## src/rtl/multi_shift_register.sv

```systemverilog
`default_nettype none
// ============================================================================
// Module      : multi_shift_register
// Description : Parameterised shift/rotate register with parallel load and a
//               start/busy/done handshake, one bit position per clock.
// Revision    : 1.0 - initial release
// ============================================================================
module multi_shift_register #(
    parameter int WIDTH = 8,
    parameter int AMT_W = 4
) (
    input  logic             clk,
    input  logic             reset,
    input  logic             load_n,
    input  logic             start,
    input  logic [2:0]       op,
    input  logic [AMT_W-1:0] amount,
    input  logic [WIDTH-1:0] data_in,
    output logic [WIDTH-1:0] q,
    output logic             carry_out,
    output logic             busy,
    output logic             done,
    output logic             err
);

    typedef enum logic [1:0] {
        S_IDLE = 2'd0,
        S_RUN  = 2'd1,
        S_DONE = 2'd2
    } state_t;

    localparam logic [2:0]       c_OP_ROL = 3'b000;
    localparam logic [2:0]       c_OP_ROR = 3'b001;
    localparam logic [2:0]       c_OP_LSL = 3'b010;
    localparam logic [2:0]       c_OP_LSR = 3'b011;
    localparam logic [2:0]       c_OP_ASR = 3'b100;
    localparam logic [AMT_W-1:0] c_AMT_ZERO = '0;
    localparam logic [AMT_W-1:0] c_AMT_ONE  = {{(AMT_W-1){1'b0}}, 1'b1};

    state_t             r_state;
    state_t             w_state_next;
    logic [AMT_W-1:0]   r_count;
    logic [AMT_W-1:0]   w_count_next;
    logic [2:0]         r_op;
    logic [2:0]         w_op_next;
    logic               r_illegal;
    logic               w_illegal_next;
    logic [WIDTH-1:0]   r_q;
    logic [WIDTH-1:0]   w_q_next;
    logic               r_carry;
    logic               w_carry_next;
    logic [WIDTH-1:0]   w_step_q;
    logic               w_step_c;
    logic               w_op_illegal;

    // Codes 101..111 have no defined operation.
    assign w_op_illegal = op[2] && (op[1:0] != 2'b00);

    // Single-step result for the latched operation.
    always_comb begin
        w_step_q = r_q;
        w_step_c = r_carry;
        case (r_op)
            c_OP_ROL: begin
                w_step_q = {r_q[WIDTH-2:0], r_q[WIDTH-1]};
                w_step_c = r_q[WIDTH-1];
            end
            c_OP_ROR: begin
                w_step_q = {r_q[0], r_q[WIDTH-1:1]};
                w_step_c = r_q[0];
            end
            c_OP_LSL: begin
                w_step_q = {r_q[WIDTH-2:0], 1'b0};
                w_step_c = r_q[WIDTH-1];
            end
            c_OP_LSR: begin
                w_step_q = {1'b0, r_q[WIDTH-1:1]};
                w_step_c = r_q[0];
            end
            c_OP_ASR: begin
                w_step_q = {r_q[WIDTH-1], r_q[WIDTH-1:1]};
                w_step_c = r_q[0];
            end
            default: begin
                w_step_q = r_q;
                w_step_c = r_carry;
            end
        endcase
    end

    always_comb begin
        w_state_next   = r_state;
        w_count_next   = r_count;
        w_op_next      = r_op;
        w_illegal_next = r_illegal;
        w_q_next       = r_q;
        w_carry_next   = r_carry;
        case (r_state)
            S_IDLE: begin
                if (!load_n) begin
                    w_q_next     = data_in;
                    w_carry_next = 1'b0;
                end else if (start) begin
                    w_op_next      = op;
                    w_illegal_next = w_op_illegal;
                    if (w_op_illegal || (amount == c_AMT_ZERO)) begin
                        w_state_next = S_DONE;
                    end else begin
                        w_count_next = amount;
                        w_state_next = S_RUN;
                    end
                end
            end
            S_RUN: begin
                w_q_next     = w_step_q;
                w_carry_next = w_step_c;
                w_count_next = r_count - c_AMT_ONE;
                if (r_count == c_AMT_ONE) begin
                    w_state_next = S_DONE;
                end
            end
            S_DONE: begin
                w_state_next = S_IDLE;
            end
            default: begin
                w_state_next = S_IDLE;
            end
        endcase
    end

    always_ff @(posedge clk or negedge reset) begin
        if (!reset) begin
            r_state   <= S_IDLE;
            r_count   <= '0;
            r_op      <= '0;
            r_illegal <= 1'b0;
            r_q       <= '0;
            r_carry   <= 1'b0;
        end else begin
            r_state   <= w_state_next;
            r_count   <= w_count_next;
            r_op      <= w_op_next;
            r_illegal <= w_illegal_next;
            r_q       <= w_q_next;
            r_carry   <= w_carry_next;
        end
    end

    assign q         = r_q;
    assign carry_out = r_carry;
    assign busy      = (r_state != S_IDLE);
    assign done      = (r_state == S_DONE);
    assign err       = (r_state == S_DONE) && r_illegal;

endmodule
`default_nettype wire
```

## config.mk

```make
export PLATFORM = sky130hd
export DESIGN_NAME = multi_shift_register
export DESIGN_NICKNAME = d
export VERILOG_FILES = /design/src/rtl/multi_shift_register.sv
export SDC_FILE = /design/constraint.sdc
export NUM_CORES = 1
export LEC_CHECK = 0
export CAP_MARGIN = 20
export CORE_MARGIN = 3
export CORE_UTILIZATION = 47
export CTS_CLUSTER_SIZE = 25
export DETAILED_ROUTE_END_ITERATION = 12
export HOLD_SLACK_MARGIN = 0.15
export PLACE_DENSITY = 0.79
export SLEW_MARGIN = 20
export SYNTH_ARGS = -nofsm -noshare
export SYNTH_HDL_FRONTEND = slang
export SYNTH_SLANG_ARGS = --single-unit
```

## constraint.sdc

```tcl
create_clock -name clk -period 2.5 [get_ports clk]
set_clock_uncertainty 0.2 [all_clocks]
set_input_delay 0.25 -clock clk [delete_from_list [all_inputs] [get_ports clk]]
set_output_delay 0.25 -clock clk [all_outputs]
set_load 0.05 [all_outputs]
```

Word level (Yosys, flattened, before mapping):

Index checks and enable logic that the tools add are counted.

* output and inout bits: 12
* logic and storage cells: 56
* register bits after elaboration: 19
* input port bits: 19

* mux-type cells: 15
* reduce and logical (&&, ||, !) cells: 17
* equal/unequal tests: 16
* add/subtract/negate cells: 1

Operators with widths (count)
* 8-bit case mux with 5 select lines: 1
* 8-bit case mux with 2 select lines: 1
* 4-bit 2-to-1 mux: 3
* 2-bit != test (second input constant): 6
* 3-bit AND reduction: 4
* 2-bit 2-to-1 mux: 4
* 8-bit 2-to-1 mux: 1
* 4-bit case mux with 2 select lines: 1
* 4-bit AND reduction: 2
* 3-bit by 2-bit == test with 1-bit output (second input constant): 2
* 6-bit by 1-bit != test with 1-bit output (second input constant): 1
* 2-bit nonzero test: 3
* 5-bit by 1-bit != test with 1-bit output (second input constant): 1
* 4-bit by 1-bit == test with 1-bit output (second input constant): 1
* 4-bit logical NOT: 1
* 1-bit case mux with 2 select lines: 2
* 2-bit case mux with 2 select lines: 1
* 4-bit by 1-bit subtractor with 4-bit output (second input constant): 1
* 3-bit by 1-bit == test with 1-bit output (second input constant): 1
* 3-bit == test (second input constant): 1
* 3-bit logical NOT: 1
* 3-bit != test (second input constant): 1
* 3-bit OR reduction: 1
* 2-bit by 1-bit == test with 1-bit output (second input constant): 1
* 6 further kinds: 7

Depth between registers and ports, before layout:

Gate-level depths: netlist of run 1.

* depth after elaboration: 7
* depth in mapped cells: 6
* depth with buffers taken out: 5

Worst setup path before layout of run 1:

No wires, ideal clock.

* path type: flip-flop to output port
* from: register r_state[0]
* to: output port err
* data required time: 2.050 ns
* stages on the path, launching flop included: 3
* buffers on the path: 0
* data arrival time: 1.411 ns
* setup slack: 0.639 ns
* cell sequence: dfrtp_1 > and2b_1 > and2_1

* word-level cells in the longest chain between the ends: 2

Ends and longest elaborated chain
* start: declaration: RTL line 40 `state_t r_state;`
* start signal: assignment: RTL line 140 `r_state <= w_state_next;`
* 2-bit == test
* named net done: RTL line 22 `output logic done,`
* 1-bit logical AND: RTL line 153 `assign err = (r_state == S_DONE) && r_illegal;`
* end: declaration: RTL line 23 `output logic err`

The timed path passes the listed nets, and every way through them passes these cells.

Worst setup path after layout of run 1:

* from: register r_state[0]
* to: output port err

* word-level cells in the longest chain between the ends: 2

Ends and longest elaborated chain (RTL line)
* 2-bit == test: 153
* 1-bit logical AND: 153

No other way between the ends.

==> results of run 1 <==
[sequential cells by signal, summed over array words and instances (netlist names)]
register,cells
r_illegal,1
r_count,4
q,8
carry_out,1
r_state,2
r_op,3
[worst reg2reg max path, delay by kind of cell, from the launching register on]
kind,cells,cell delay [ps]
compound gates,3,570
simple gates,1,340
flops,1,750
[kinds of logic (layout without fill, tap and decap cells)]
| family | Yosys count | count (layout) | synth area share [%] |
|---|---|---|---|
| simple gates | 35 | 35 | 18.1 |
| mux | 4 | 4 | 3.87 |
| compound gates | 51 | 51 | 28.7 |
| flops | 19 | 19 | 40.9 |
| buf+inv | 17 | 45 | 6.34 |
| fa+ha+maj | 2 | 2 | 2.15 |
[power groups by stage]
stage | registers, uW | clock network [uW] | logic [uW]
after floorplan | 840 | 0 | 735
after global placement | 690 | 0 | 1210
after detailed placement | 697 | 0 | 1240
after CTS | 692 | 160 | 1250
after global routing | 730 | 174 | 1360
final | 699 | 155 | 1250
[worst min path at each step]
stage | from | end | slack [ps]
floorplan | reset | carry_out | -250
global placement | r_illegal | r_illegal | 290
detailed placement | r_illegal | r_illegal | 290
CTS | r_illegal | r_illegal | 310
global route | r_illegal | r_illegal | 340
finish | r_illegal | r_illegal | 310
[Yosys cell counts (all sizes together)]
library cell and n:
dfrtp 19, o221a 1, o211ai 2, and2 1, o31ai 1, o22ai 9
a31oi 5, or3 2, nand2 8, o22a 2, o21ai 13, or2 1
nor4 1, buf 3, o221ai 2, a22oi 2, nor3 5, nor3b 2
a22o 1, clkbuf 7, mux2 4, nor2b 1, and3 2, o2bb2ai 1
o21a 3, ha 2, and2b 1, inv 7, nand4bb 1, a211oi 2
nand2b 5, a21oi 5, and3b 1, nand3b 1, nor2 3, a2111oi 1
a311oi 1
[final cells by class]
class | instances | area (um2) | share of cell area [%]
clock buffers | 4 | 26.3 | 1.74
inverters | 7 | 26.3 | 1.74
multi-input cells | 92 | 614 | 40.7
flip-flops and latches | 19 | 475 | 31.5
well taps | 28 | 35.0 | 2.32
repair buffers | 34 | 333 | 22.0
[per-stage QoR]
step | cell area [um2] | setup slack [ps]
detailed placement | 1470 | 432
CTS | 1510 | 145
finish | 1510 | 138
global route | 1510 | 77.5
floorplan | 1160 | 639
global placement | 1470 | 504
[timing repair]
action	CTS	global route
hold buffers	1	0
endpoints found under the setup margin	0	0
hold endpoints to repair	19	0
setup buffers	0	0
[metal layers]
metal / global-route usage, % / vias up / wire (um)
met5: 0 / - / 0
met4: 5.21 / 0 / 13
met3: 2.78 / 2 / 113
met2: 35.5 / 22 / 1510
met1: 25.3 / 557 / 1250
li1: - / 535 / -
==> run_results.csv, run 1 <==
group,metric,value,unit
setup_path,critPathTopFamily,"buffers and inverters",
sta,maxSlewViolCount,0,
setup_path,cp.depth,3,
place,place_congestion,0.762,
pwr,combPwrFrac,59.3,%
synth,ys_top_cells_by_area,"dfrtp_1 (41%), o22ai_1 (4.8%), o21ai_0 (4.3%)",
sta,fin_crit_sh,94.5,%
clock_network,clk_latency,290,ps
cells_and_area,nets,178,
cells_and_area,fin_util,66.4,%
floorplan,die_y,55.8,um
floorplan,core,2280,um2
place,hpwlAfterDp,2050,um
synth,syn_area_per_cell,9.09,um2
detailed_routing,drc_errors,0,
cells_and_area,fillers,191,
detailed_routing,vias,1116,
min_path,holdCritPathClass,"flip-flop to flip-flop",
cells_and_area,drive_above_1_share,8.97,%
detailed_routing,routed_via_density,6.07,
sta,worst_pin_slew,612,ps
clock_network,cts_made_buffers,3,
synth,syn_area,1160,um2
floorplan,num_rows,17,
sta,final.setup.tns,0,ps
setup_path,r2r_slack,580,ps
setup_path,reg2reg_from,"r_op[2]",
sta,finalHoldViolCount,0,
synth,synth_top_area_cell,"dfrtp_1",
setup_path,crit_buf_inv,1,
clock_network,h-tree-depth,1,
pwr,p_sw,1060,uW
setup_path,cp-start-kind,"flip-flop",
setup_path,r2r-end,"q[6]",
setup_path,required,2050,ps
cells_and_area,fin_cells,184,
cells_and_area,area_growth,29.8,%
clock_network,cts_root_buf,"clkbuf_4",
setup_path,crit_path_start,"r_state[0]",
detailed_routing,ant_nets,0,
setup_path,critPathArrivalTime,1910,ps
place,portBuffers,30,
cells_and_area,final_common_cell,"clkdlybuf4s50_1",
pwr,seq_power_share,33.3,%
floorplan,die-area,3110,um2
synth,synth_top_area_share,40.9,%
synth,yosysSeqAreaShare,40.9,%
sta,setup_viol,0,
flow_run,drv_cap,0,
sta,whs,314,ps
detailed_routing,drt_wl_total,2890,um
global_routing,grt_pass1_vias,1135,
setup_path,crit_path_end,"err",
sta,rsz0062_at_grt,"false",
setup_path,critPathKind,"flip-flop to primary output",
setup_path,cp_max_fo,9,
pwr,switching_share,50.6,%
pwr,p_int,1040,uW
global_routing,grt_pass1_wl,5060,um
global_routing,grt_use_total,20.0,%
synth,synth_cell_types,42,
cells_and_area,antennaDiodeCount,0,
clock_network,post_cts_resize_count,0,
floorplan,start_util,51.1,%
place,place_inst,179,
global_routing,grt_overflow,0,
detailed_routing,drtIter0Drc,24,
pwr,finalPower,2100,uW
setup_path,cpPeakStageDelay,790,ps
floorplan,die_x,55.8,um
min_path,min_delay_path_depth,1,
clock_network,path_clk_slew,100,ps
global_routing,antenna_found_initial,0,
synth,syn_nets,149,
setup_path,crit_slowest_cell,"clkdlybuf4s50_1",
pwr,p_leak,0.000602,uW
outcome,status,"complete, no violations",
pwr,clockPowerShare,7.4,%
floorplan,ioPinCount,31,
synth,ys_seq_elements,19,
global_routing,grt_start_max_net_pins,24,
sta,relSlewSlack,59.2,%
setup_path,r2r_cells,4,
setup_path,endpoint_kind,"primary output",
sta,max_freq,423,MHz
clock_network,cts_tree,"done",
synth,netlist_instances,128,
pwr,powerDensity,1390,nW/um2
detailed_routing,wl_per_cell,15.7,um
cells_and_area,final_cell_mix,"clkdlybuf4s50_1 (30), dfrtp_1 (19), o21ai_0 (10)",
clock_network,clock-sinks,19,
clock_network,clock_path_buffers,2,
sta,fin_crit,2360,ps
pwr,ir_worst_vdd,0.794,mV
detailed_routing,first_pass_iters,6,
synth,yosys_warnings,0,
setup_path,crit_chain,"and2b_1 -> and2_1 -> clkdlybuf4s50_1",
No activity file was read; power rests on OpenSTA's default activity.
==> run 2, diff against run 1 <==
--- a/config.mk
+++ b/config.mk
@@ -12,7 +12,6 @@
 export DETAILED_ROUTE_END_ITERATION = 12
 export HOLD_SLACK_MARGIN = 0.15
 export PLACE_DENSITY = 0.79
-export SLEW_MARGIN = 20
 export SYNTH_ARGS = -nofsm -noshare
 export SYNTH_HDL_FRONTEND = slang
 export SYNTH_SLANG_ARGS = --single-unit
==> results of run 2 <==
Same layout as run 1: the final DEF is identical, and so are final timing and power.
==> run 3, diff against run 2 <==
--- a/config.mk
+++ b/config.mk
@@ -7,11 +7,13 @@
 export LEC_CHECK = 0
 export CAP_MARGIN = 20
 export CORE_MARGIN = 3
-export CORE_UTILIZATION = 47
+export CORE_UTILIZATION = 50
+export CTS_BUF_LIST = sky130_fd_sc_hd__clkbuf_4 sky130_fd_sc_hd__clkbuf_8
 export CTS_CLUSTER_SIZE = 25
 export DETAILED_ROUTE_END_ITERATION = 12
 export HOLD_SLACK_MARGIN = 0.15
-export PLACE_DENSITY = 0.79
+export PLACE_DENSITY = 0.83
 export SYNTH_ARGS = -nofsm -noshare
 export SYNTH_HDL_FRONTEND = slang
 export SYNTH_SLANG_ARGS = --single-unit
+export TNS_END_PERCENT = 5
==> run_results.csv, run 3 (synthesized netlist as in run 1, its figures left out) <==
group,metric,value,unit
setup_path,cp.depth,3,
floorplan,die_x,54.2,um
cells_and_area,fin_util,72.7,%
outcome,status,"complete, no violations",
setup_path,r2r-end,"q[0]",
sta,final.setup.tns,0,ps
pwr,p_leak,0.000605,uW
cells_and_area,final_cell_mix,"clkdlybuf4s50_1 (30), dfrtp_1 (19), o21ai_0 (10)",
setup_path,crit_buf_inv,1,
clock_network,cts_root_buf,"clkbuf_4",
cells_and_area,antennaDiodeCount,0,
clock_network,h-tree-depth,1,
setup_path,cp-start-kind,"flip-flop",
setup_path,cpPeakStageDelay,800,ps
floorplan,die-area,2940,um2
place,place_congestion,0.755,
detailed_routing,drtIter0Drc,47,
place,dpl_cell_area,1470,um2
global_routing,grt_pass1_vias,960,
setup_path,critPathKind,"flip-flop to primary output",
sta,finalHoldViolCount,0,
cells_and_area,drive_above_1_share,9.62,%
detailed_routing,ant_nets,0,
flow_run,drv_cap,0,
clock_network,path_clk_slew,100,ps
detailed_routing,routed_via_density,6.06,
pwr,switching_share,50.3,%
setup_path,required,2050,ps
min_path,min_delay_path_depth,1,
pwr,seq_power_share,33.1,%
setup_path,crit_slowest_cell,"clkdlybuf4s50_1",
sta,worst_pin_slew,596,ps
setup_path,crit_path_end,"err",
clock_network,cts_made_buffers,3,
cells_and_area,fillers,163,
sta,relSlewSlack,60.3,%
clock_network,cts_tree,"done",
global_routing,grt_overflow,0,
pwr,clockPowerShare,7.9,%
sta,fin_crit_sh,94.9,%
setup_path,crit_chain,"and2b_1 -> and2_1 -> clkdlybuf4s50_1",
sta,rsz0062_at_grt,"false",
setup_path,cp_max_fo,9,
cells_and_area,largest_reg_flops,8,
place,hpwlAfterDp,2180,um
cells_and_area,area_growth,30.0,%
detailed_routing,wl_per_cell,15.8,um
sta,setup_viol,0,
setup_path,endpoint_kind,"primary output",
place,pre_cts_slack,426,ps
detailed_routing,drt_wl_total,2890,um
setup_path,critPathArrivalTime,1920,ps
setup_path,reg2reg_from,"r_op[2]",
cells_and_area,nets,178,
detailed_routing,vias,1109,
floorplan,num_rows,16,
clock_network,clock_path_buffers,2,
pwr,p_int,1050,uW
cells_and_area,final_common_cell,"clkdlybuf4s50_1",
cells_and_area,post-route-cell-area,1510,um2
global_routing,antenna_found_initial,0,
sta,setup_ws,127,ps
sta,max_freq,421,MHz
pwr,powerDensity,1400,nW/um2
min_path,holdCritPathClass,"flip-flop to flip-flop",
pwr,p_sw,1060,uW
clock_network,clock-sinks,19,
place,portBuffers,30,
sta,maxSlewViolCount,0,
pwr,finalPower,2110,uW
global_routing,grt_pass1_wl,4600,um
setup_path,r2r_cells,4,
floorplan,start_util,55.9,%
pwr,ir_worst_vdd,0.996,mV
floorplan,ioPinCount,31,
floorplan,core,2080,um2
detailed_routing,drc_errors,0,
pwr,combPwrFrac,59.0,%
setup_path,r2r_slack,590,ps
setup_path,crit_path_start,"r_state[0]",
floorplan,die_y,54.2,um
global_routing,grt_start_max_net_pins,24,
clock_network,clk_latency,300,ps
clock_network,postCtsSetupBuffers,0,
detailed_routing,first_pass_iters,4,
global_routing,grt_use_total,21.7,%
sta,fin_crit,2370,ps
setup_path,critPathTopFamily,"buffers and inverters",
-- run 3: cell count changes in the layout (fill, tap and decap cells not counted) --
cell and delta:
clkbuf_1 -1, clkbuf_4 +1
-- run 3: through the flow --
step / cells / hold WS, ps
2_1_floorplan: 128 / -246
3_3_place_gp: 178 / 287
3_5_place_dp: 178 / 294
4_1_cts: 183 / 318
5_1_grt: 183 / 339
6_report: 183 / 313
-- run 3: worst register-to-register path, delay by kind of cell, from the launching register on --
kind	cells	cell delay, ps
simple gates	1	230
compound gates	3	620
flops	1	730
-- run 3: timing repair --
item / 4_1_cts / 5_1_grt
hold endpoints to repair: 19 / 0
hold buffers: 1 / 0
gates resized for setup: 0 / 0
-- run 3: area by class of cell --
cell class,count,area [um2],area share [%]
Multi-Input combinational cell,92,614,40.6
Sequential cell,19,475,31.4
Timing Repair Buffer,34,333,22.0
Tap cell,27,33.8,2.23
Clock buffer,4,30.0,1.99
Inverter,7,26.3,1.74
-- run 3: worst min path at each step --
stage / start / to / slack (ps)
floorplan: reset / carry_out / -250
global placement: r_illegal / r_illegal / 290
detailed placement: r_illegal / r_illegal / 290
CTS: r_illegal / r_illegal / 320
global route: r_illegal / r_illegal / 340
finish: r_illegal / r_illegal / 310
-- run 3: power groups by stage --
stage,sequential [uW],clock [uW],combinational (uW)
after floorplan,840,0,735
after global placement,696,0,1210
after detailed placement,700,0,1240
after CTS,694,170,1250
after global routing,727,188,1360
final,700,167,1250
-- run 3: layer usage --
metal  wire length, um  track usage (%)  vias to the layer above
li1                  -                -                      538
met1              1160             28.3                      513
met2              1510             37.1                       54
met3               209             3.27                        4
met4                20             6.22                        0
met5                 0                0                        -
